**src/rtl/nlfsr_selector.sv**
```systemverilog
// rtl/nlfsr_selector.sv - enumerates NLFSR feedback candidates and sequences the period checker
// Optional watchdog in RUN is enabled by defining SEL_TIMEOUT_EN (adds timeout_cnt port).
module nlfsr_selector #(
    parameter int SIZE  = 32,
    parameter int TAP_W = $clog2(SIZE)
) (
    input  logic                 clk,
    input  logic                 res,
    input  logic                 start,
    input  logic [SIZE-1:0]      nlfsr_state,
    input  logic                 nlfsr_found,
    input  logic                 nlfsr_failure,
    output logic                 nlfsr_res,
    output logic                 nlfsr_ena,
    output logic                 selector_done,
    output logic                 feedback,
    output logic                 cand_valid,
    input  logic                 cand_ready,
    output logic [4*TAP_W-1:0]   cand_taps,
    output logic [15:0]          found_cnt,
`ifdef SEL_TIMEOUT_EN
    output logic [15:0]          timeout_cnt,
`endif
    output logic                 busy,
    output logic                 done
);

    localparam int CW = 4 * TAP_W;
    localparam logic [TAP_W:0] SIZE_W = (TAP_W + 1)'(SIZE);

    typedef enum logic [2:0] {
        S_IDLE,
        S_LOAD,
        S_NRES,
        S_RUN,
        S_REPORT,
        S_ADV,
        S_FIN
    } state_t;

    state_t          state_q, state_d;
    logic [CW-1:0]   code_q, code_d;
    logic [CW-1:0]   taps_q, taps_d;
    logic            nlfsr_res_q;
    logic            nlfsr_ena_q;
    logic            sel_done_q;
    logic            cand_valid_q;
    logic            busy_q;
    logic            done_q;
    logic [15:0]     found_cnt_q;
    logic            wd_expired;

    // Code fields {b,a,t1,t0}; t0 occupies the low bits so it advances fastest.
    logic [TAP_W-1:0] c_t0, c_t1, c_a, c_b;
    logic [TAP_W-1:0] r_t0, r_t1, r_a, r_b;
    logic             code_valid;

    assign c_t0 = code_q[TAP_W-1:0];
    assign c_t1 = code_q[2*TAP_W-1:TAP_W];
    assign c_a  = code_q[3*TAP_W-1:2*TAP_W];
    assign c_b  = code_q[4*TAP_W-1:3*TAP_W];

    assign r_t0 = taps_q[TAP_W-1:0];
    assign r_t1 = taps_q[2*TAP_W-1:TAP_W];
    assign r_a  = taps_q[3*TAP_W-1:2*TAP_W];
    assign r_b  = taps_q[4*TAP_W-1:3*TAP_W];

    assign code_valid = (c_t0 != '0) && (c_a != '0) && (c_t0 < c_t1) && (c_a < c_b) &&
                        ({1'b0, c_t0} < SIZE_W) && ({1'b0, c_t1} < SIZE_W) &&
                        ({1'b0, c_a} < SIZE_W) && ({1'b0, c_b} < SIZE_W);

`ifdef SEL_TIMEOUT_EN
    localparam int WD_W = SIZE + 2;
    // Last RUN cycle index before expiry: the watchdog spans 2^SIZE+8 cycles.
    localparam logic [WD_W-1:0] WD_LAST = (WD_W'(1) << SIZE) + WD_W'(7);

    logic [WD_W-1:0] wd_q;
    logic [15:0]     timeout_cnt_q;

    assign wd_expired  = (wd_q == WD_LAST);
    assign timeout_cnt = timeout_cnt_q;

    always_ff @(posedge clk) begin
        if (res) begin
            wd_q          <= '0;
            timeout_cnt_q <= '0;
        end else begin
            if (state_q == S_NRES) begin
                wd_q <= '0;
            end else if (state_q == S_RUN) begin
                wd_q <= wd_q + WD_W'(1);
            end
            if ((state_q == S_RUN) && !nlfsr_found && !nlfsr_failure && wd_expired &&
                (timeout_cnt_q != 16'hFFFF)) begin
                timeout_cnt_q <= timeout_cnt_q + 16'd1;
            end
        end
    end
`else
    assign wd_expired = 1'b0;
`endif

    always_comb begin
        state_d = state_q;
        code_d  = code_q;
        taps_d  = taps_q;
        case (state_q)
            S_IDLE: begin
                if (start) begin
                    state_d = S_LOAD;
                    code_d  = '0;
                end
            end
            S_LOAD: begin
                if (code_valid) begin
                    taps_d  = code_q;
                    state_d = S_NRES;
                end else if (&code_q) begin
                    state_d = S_FIN;
                end else begin
                    code_d = code_q + CW'(1);
                end
            end
            S_NRES: state_d = S_RUN;
            S_RUN: begin
                if (nlfsr_found) begin
                    state_d = S_REPORT;
                end else if (nlfsr_failure || wd_expired) begin
                    state_d = S_ADV;
                end
            end
            S_REPORT: begin
                if (cand_ready) begin
                    state_d = S_ADV;
                end
            end
            S_ADV: begin
                if (&code_q) begin
                    state_d = S_FIN;
                end else begin
                    code_d  = code_q + CW'(1);
                    state_d = S_LOAD;
                end
            end
            S_FIN:   state_d = S_IDLE;
            default: state_d = S_IDLE;
        endcase
    end

    // Outputs are registered from the next state so they line up with state_q.
    always_ff @(posedge clk) begin
        if (res) begin
            state_q      <= S_IDLE;
            code_q       <= '0;
            taps_q       <= '0;
            nlfsr_res_q  <= 1'b1;
            nlfsr_ena_q  <= 1'b0;
            sel_done_q   <= 1'b0;
            cand_valid_q <= 1'b0;
            busy_q       <= 1'b0;
            done_q       <= 1'b0;
            found_cnt_q  <= '0;
        end else begin
            state_q      <= state_d;
            code_q       <= code_d;
            taps_q       <= taps_d;
            nlfsr_res_q  <= (state_d == S_IDLE) || (state_d == S_NRES);
            nlfsr_ena_q  <= (state_d == S_RUN);
            sel_done_q   <= (state_d == S_RUN);
            cand_valid_q <= (state_d == S_REPORT);
            busy_q       <= !((state_d == S_IDLE) || (state_d == S_FIN));
            if (state_d == S_FIN) begin
                done_q <= 1'b1;
            end else if ((state_q == S_IDLE) && start) begin
                done_q <= 1'b0;
            end
            if ((state_q == S_REPORT) && cand_ready && (found_cnt_q != 16'hFFFF)) begin
                found_cnt_q <= found_cnt_q + 16'd1;
            end
        end
    end

    assign feedback = sel_done_q &
                      (nlfsr_state[r_t0] ^ nlfsr_state[r_t1] ^ (nlfsr_state[r_a] & nlfsr_state[r_b]));

    assign nlfsr_res     = nlfsr_res_q;
    assign nlfsr_ena     = nlfsr_ena_q;
    assign selector_done = sel_done_q;
    assign cand_valid    = cand_valid_q;
    assign cand_taps     = taps_q;
    assign found_cnt     = found_cnt_q;
    assign busy          = busy_q;
    assign done          = done_q;

endmodule

```
**config.mk**
```make
export PLATFORM = sky130hd
export DESIGN_NAME = nlfsr_selector
export DESIGN_NICKNAME = d
export VERILOG_FILES = /design/src/rtl/nlfsr_selector.sv
export SDC_FILE = /design/constraint.sdc
export NUM_CORES = 1
export LEC_CHECK = 0
export CAP_MARGIN = 20
export CORE_MARGIN = 2
export CORE_UTILIZATION = 53
export DETAILED_ROUTE_END_ITERATION = 7
export PLACE_DENSITY = 0.87
export SYNTH_ARGS = -nofsm -noshare
export SYNTH_HDL_FRONTEND = slang
export SYNTH_SLANG_ARGS = --single-unit
```
**constraint.sdc**
```tcl
create_clock -name clk -period 2.5 [get_ports clk]
set_input_delay 0.375 -clock clk [delete_from_list [all_inputs] [get_ports clk]]
set_output_delay 0.375 -clock clk [all_outputs]
set_load 0.02 [all_outputs]
```
==> results of run 1 <==
-- through the flow --
step / utilization / hold slack, ps
2_1_floorplan: - / 445
3_3_place_gp: 0.710 / 469
3_5_place_dp: 0.710 / 477
4_1_cts: 0.733 / 488
5_1_grt: 0.740 / 509
6_report: 0.740 / 479
-- per-layer routing --
layer,vias to the layer above,track usage
met2,251,0.504
li1,2031,-
met5,-,0
met3,43,0.0578
met1,2059,0.407
met4,0,0.126
-- logic make-up after synthesis --
logic type	count (synthesis)	share of synthesized area
and+or+nand+nor	213	0.251
muxes	45	0.171
xor gates and xnor gates	32	0.0654
AOI/OAI and AO/OA	76	0.124
DFF	64	0.299
adders and majority gates	11	0.0321
buffers and inverters	51	0.0572
-- placed cells by master (no fill, tap or decap), types with 3 or more instances in the layout --
cell type        count
mux2_2               5
clkbuf_8             9
nor3_1              14
nand4_1             15
or3_1                4
nor2b_1              4
clkdlybuf4s50_1     63
a211oi_1             3
o21ai_0              8
xnor2_1             28
clkinv_2             3
xor2_1               3
a311oi_1             3
nand2_1             61
nor2_1              58
a22oi_1              3
and2_1               3
buf_4               54
a41o_1               3
a21oi_1             28
nor4_1               5
a21o_1               3
dlygate4sd2_1       15
ha_1                10
or4_1                3
dfxtp_1             55
inv_1               21
mux4_2              22
nand3_1             15
nand2b_1             8
a31oi_1              4
o211ai_1             3
dfxtp_2              7
buf_6                4
mux2i_1             17
nand3b_1             6
-- power groups by stage --
stage	Combinational (mW)	Clock, mW	Sequential [mW]
6_report	0.254	0.850	1.03
3_3_place_gp	0.249	0	1.06
5_1_grt	0.269	0.915	1.03
3_5_place_dp	0.252	0	1.06
4_1_cts	0.247	0.861	1.03
2_1_floorplan	0.109	0	1.06
-- worst paths after layout --
check,from,endpoint,slack [ps],cells after the start
worst max-delay path,nlfsr_state[6],feedback,-310,9
worst min-delay path,code_q[7]$_SDFFE_PP0P_,cand_taps[7]$_SDFFE_PP0P_,480,2
worst max register to register,code_q[9]$_SDFFE_PP0P_,code_q[11]$_SDFFE_PP0P_,100,10
worst min register to register,code_q[7]$_SDFFE_PP0P_,cand_taps[7]$_SDFFE_PP0P_,480,2
-- area by class of cell --
class	instances	area, µm²	area share
clock inverters	6	61.3	0.0107
multi-input cells	377	2790	0.486
well taps	102	128	0.0222
repair buffers	139	1260	0.220
diodes	1	2.50	0.000435
inverters	21	78.8	0.0137
flip-flops and latches	64	1300	0.226
clock buffers	9	124	0.0215
-- state kept, by name (all words and copies together) (netlist names) --
register / count
cand_taps: 20
code_q: 20
found_cnt: 16
state_q: 3
busy: 1
cand_valid: 1
done: 1
nlfsr_res: 1
selector_done: 1
-- worst register-to-register path: stages, from the launching register on --
cell      delay (ps)
dfxtp_2          340
inv_1             60
ha_4             140
or3_1            350
nor3_2           210
o221ai_2         160
a311oi_4         450
buf_6            190
nor3_2            70
a311oi_1         250
a41o_1           120
-- cell usage after synthesis, types with 6 or more instances --
cell      instances  area (µm²)
nor2_1           58         218
ha_1             11         138
a21oi_1          28         140
nand2b_1          8        50.1
clkbuf_1         11        41.3
nand4_1          15        93.8
mux4_2           22         495
xnor2_1          29         254
nand3_1          15        75.1
buf_2            13        65.1
inv_1            21        78.8
o21ai_0           9        45.0
nor3_1           14        70.1
nand2_1          61         229
dfxtp_1          64        1280
nand3b_1          6        45.0
mux2i_1          17         170
mux2_2            6        67.6
-- repair_timing --
action                     4_1_cts  5_1_grt
hold endpoints to repair         0        0
setup endpoints to repair        1        5
resized for setup               24       18
pin swaps                        4        7
hold buffers                     0        0
==> results.json, run 1 <==
{
  "htree_levels": 3,
  "pre_cts_ws_ps": -833,
  "portBuffers": 80,
  "cts_setup_buffers": 0,
  "slew_headroom": 0.538,
  "ctsRootBufferMaster": "clkbuf_8",
  "slowest_stage": "mux4_2",
  "std_cell_rows": 32,
  "critPathMaxFanout": 3,
  "cp-end-kind": "output port",
  "met1_length_um": 5460,
  "placedCellCount": 703,
  "slew_viol_final": 0,
  "synth_area_per_cell_um2": 8.71,
  "ys_warn_count": 0,
  "critPathTopFamily": "buffers and inverters",
  "critPathKind": "in2out",
  "wire_per_inst_um": 18.7,
  "violations": "negative setup slack",
  "hold_viol": 0,
  "layout-drive-gt1-share": 0.206,
  "cts_buffer_depth": 2,
  "synth_ff_type": "dfxtp_1",
  "met2_wirelength_um": 6430,
  "dieWidth_um": 93.9,
  "route.detailed.drc": 0,
  "ant_nets": 0,
  "synthArstFlopShare": 0,
  "dp_hpwl_um": 10200,
  "vias_per_cell": 6.10,
  "clk_latency_ps": 340,
  "p_comb_frac": 0.119,
  "worst_slack_ps": -312,
  "placed_area_um2": 5520,
  "ir_drop_uv": 346,
  "synth.distinct_cells": 59,
  "clock-sinks": 64,
  "power_switching_mw": 0.530,
  "drtIter0Drc": 252,
  "p_clk_frac": 0.398,
  "power.density_nw_per_um2": 371,
  "ios": 81,
  "path_cells": "clkdlybuf4s50_1 -> mux4_2 -> a22oi_2 -> a22oi_1 -> nor3_1 -> a31oi_1 -> xnor2_1 -> and2_1 -> buf_6",
  "ys_ff_latch": 64,
  "hold_path_class": "reg2reg",
  "place.gp.congestion": 0.947,
  "seq_power_share": 0.483,
  "dr.pass1.iters": 7,
  "initial_core_util": 0.552,
  "dieArea_um2": 8820,
  "first_global_vias": 4113,
  "layout_worst_path_cycle_share": 1.12,
  "grt_usage": 0.310,
  "min_period_ps": 2810,
  "critical_path.startpoint_type": "input port",
  "tightest_slew_ps": 687,
  "syn-cell-area_um2": 4280,
  "cp_slowest_stage_delay_ps": 550,
  "cts_tree": "built",
  "route.vias.total": 4384,
  "highest_layer": "met4",
  "wl_met3_um": 1110,
  "core_area_um2": 7770,
  "finalInstanceArea_um2": 5750,
  "syn_nets": 541,
  "nets": 661,
  "status": "finished, violations left",
  "crit_required_ps": 2120,
  "clk_pin_slew_ps": 60,
  "swShare": 0.248,
  "setup_viol": 1,
  "grt-ovfl-total": 0,
  "seq_area_frac_synth": 0.299,
  "leakage_nw": 1.99,
  "antenna_found_initial": 0,
  "finalSetupTns_ps": -312,
  "cts_made_buffers": 9,
  "synth_edf_count": 0,
  "syn_inst": 492,
  "p_total_mw": 2.13,
  "maxCapViolCount": 0,
  "grt_pass1_wl_um": 21200,
  "critical_path_buf_inv_count": 2,
  "nFillCells": 567,
  "fin_cells": 719,
  "routed_wl_um": 13400,
  "internal_power_mw": 1.60,
  "crit_arrival_ps": 2440,
  "grt_setup_unrepaired": "true",
  "grt_max_degree": 45,
  "fmax_ghz": 0.356,
  "die_h_um": 93.9,
  "clock_skew_ps": 7.71,
  "area_delta_synth_final_pct": 34.2
}
(Power assumes the default switching activity.)
==> inputs of run 2 (changes only) <==
Settings changed: HOLD_SLACK_MARGIN from default to 0.08, SLEW_MARGIN from default to 20.
==> results of run 2 <==
Final layout, timing and power as in run 1 (identical DEF).
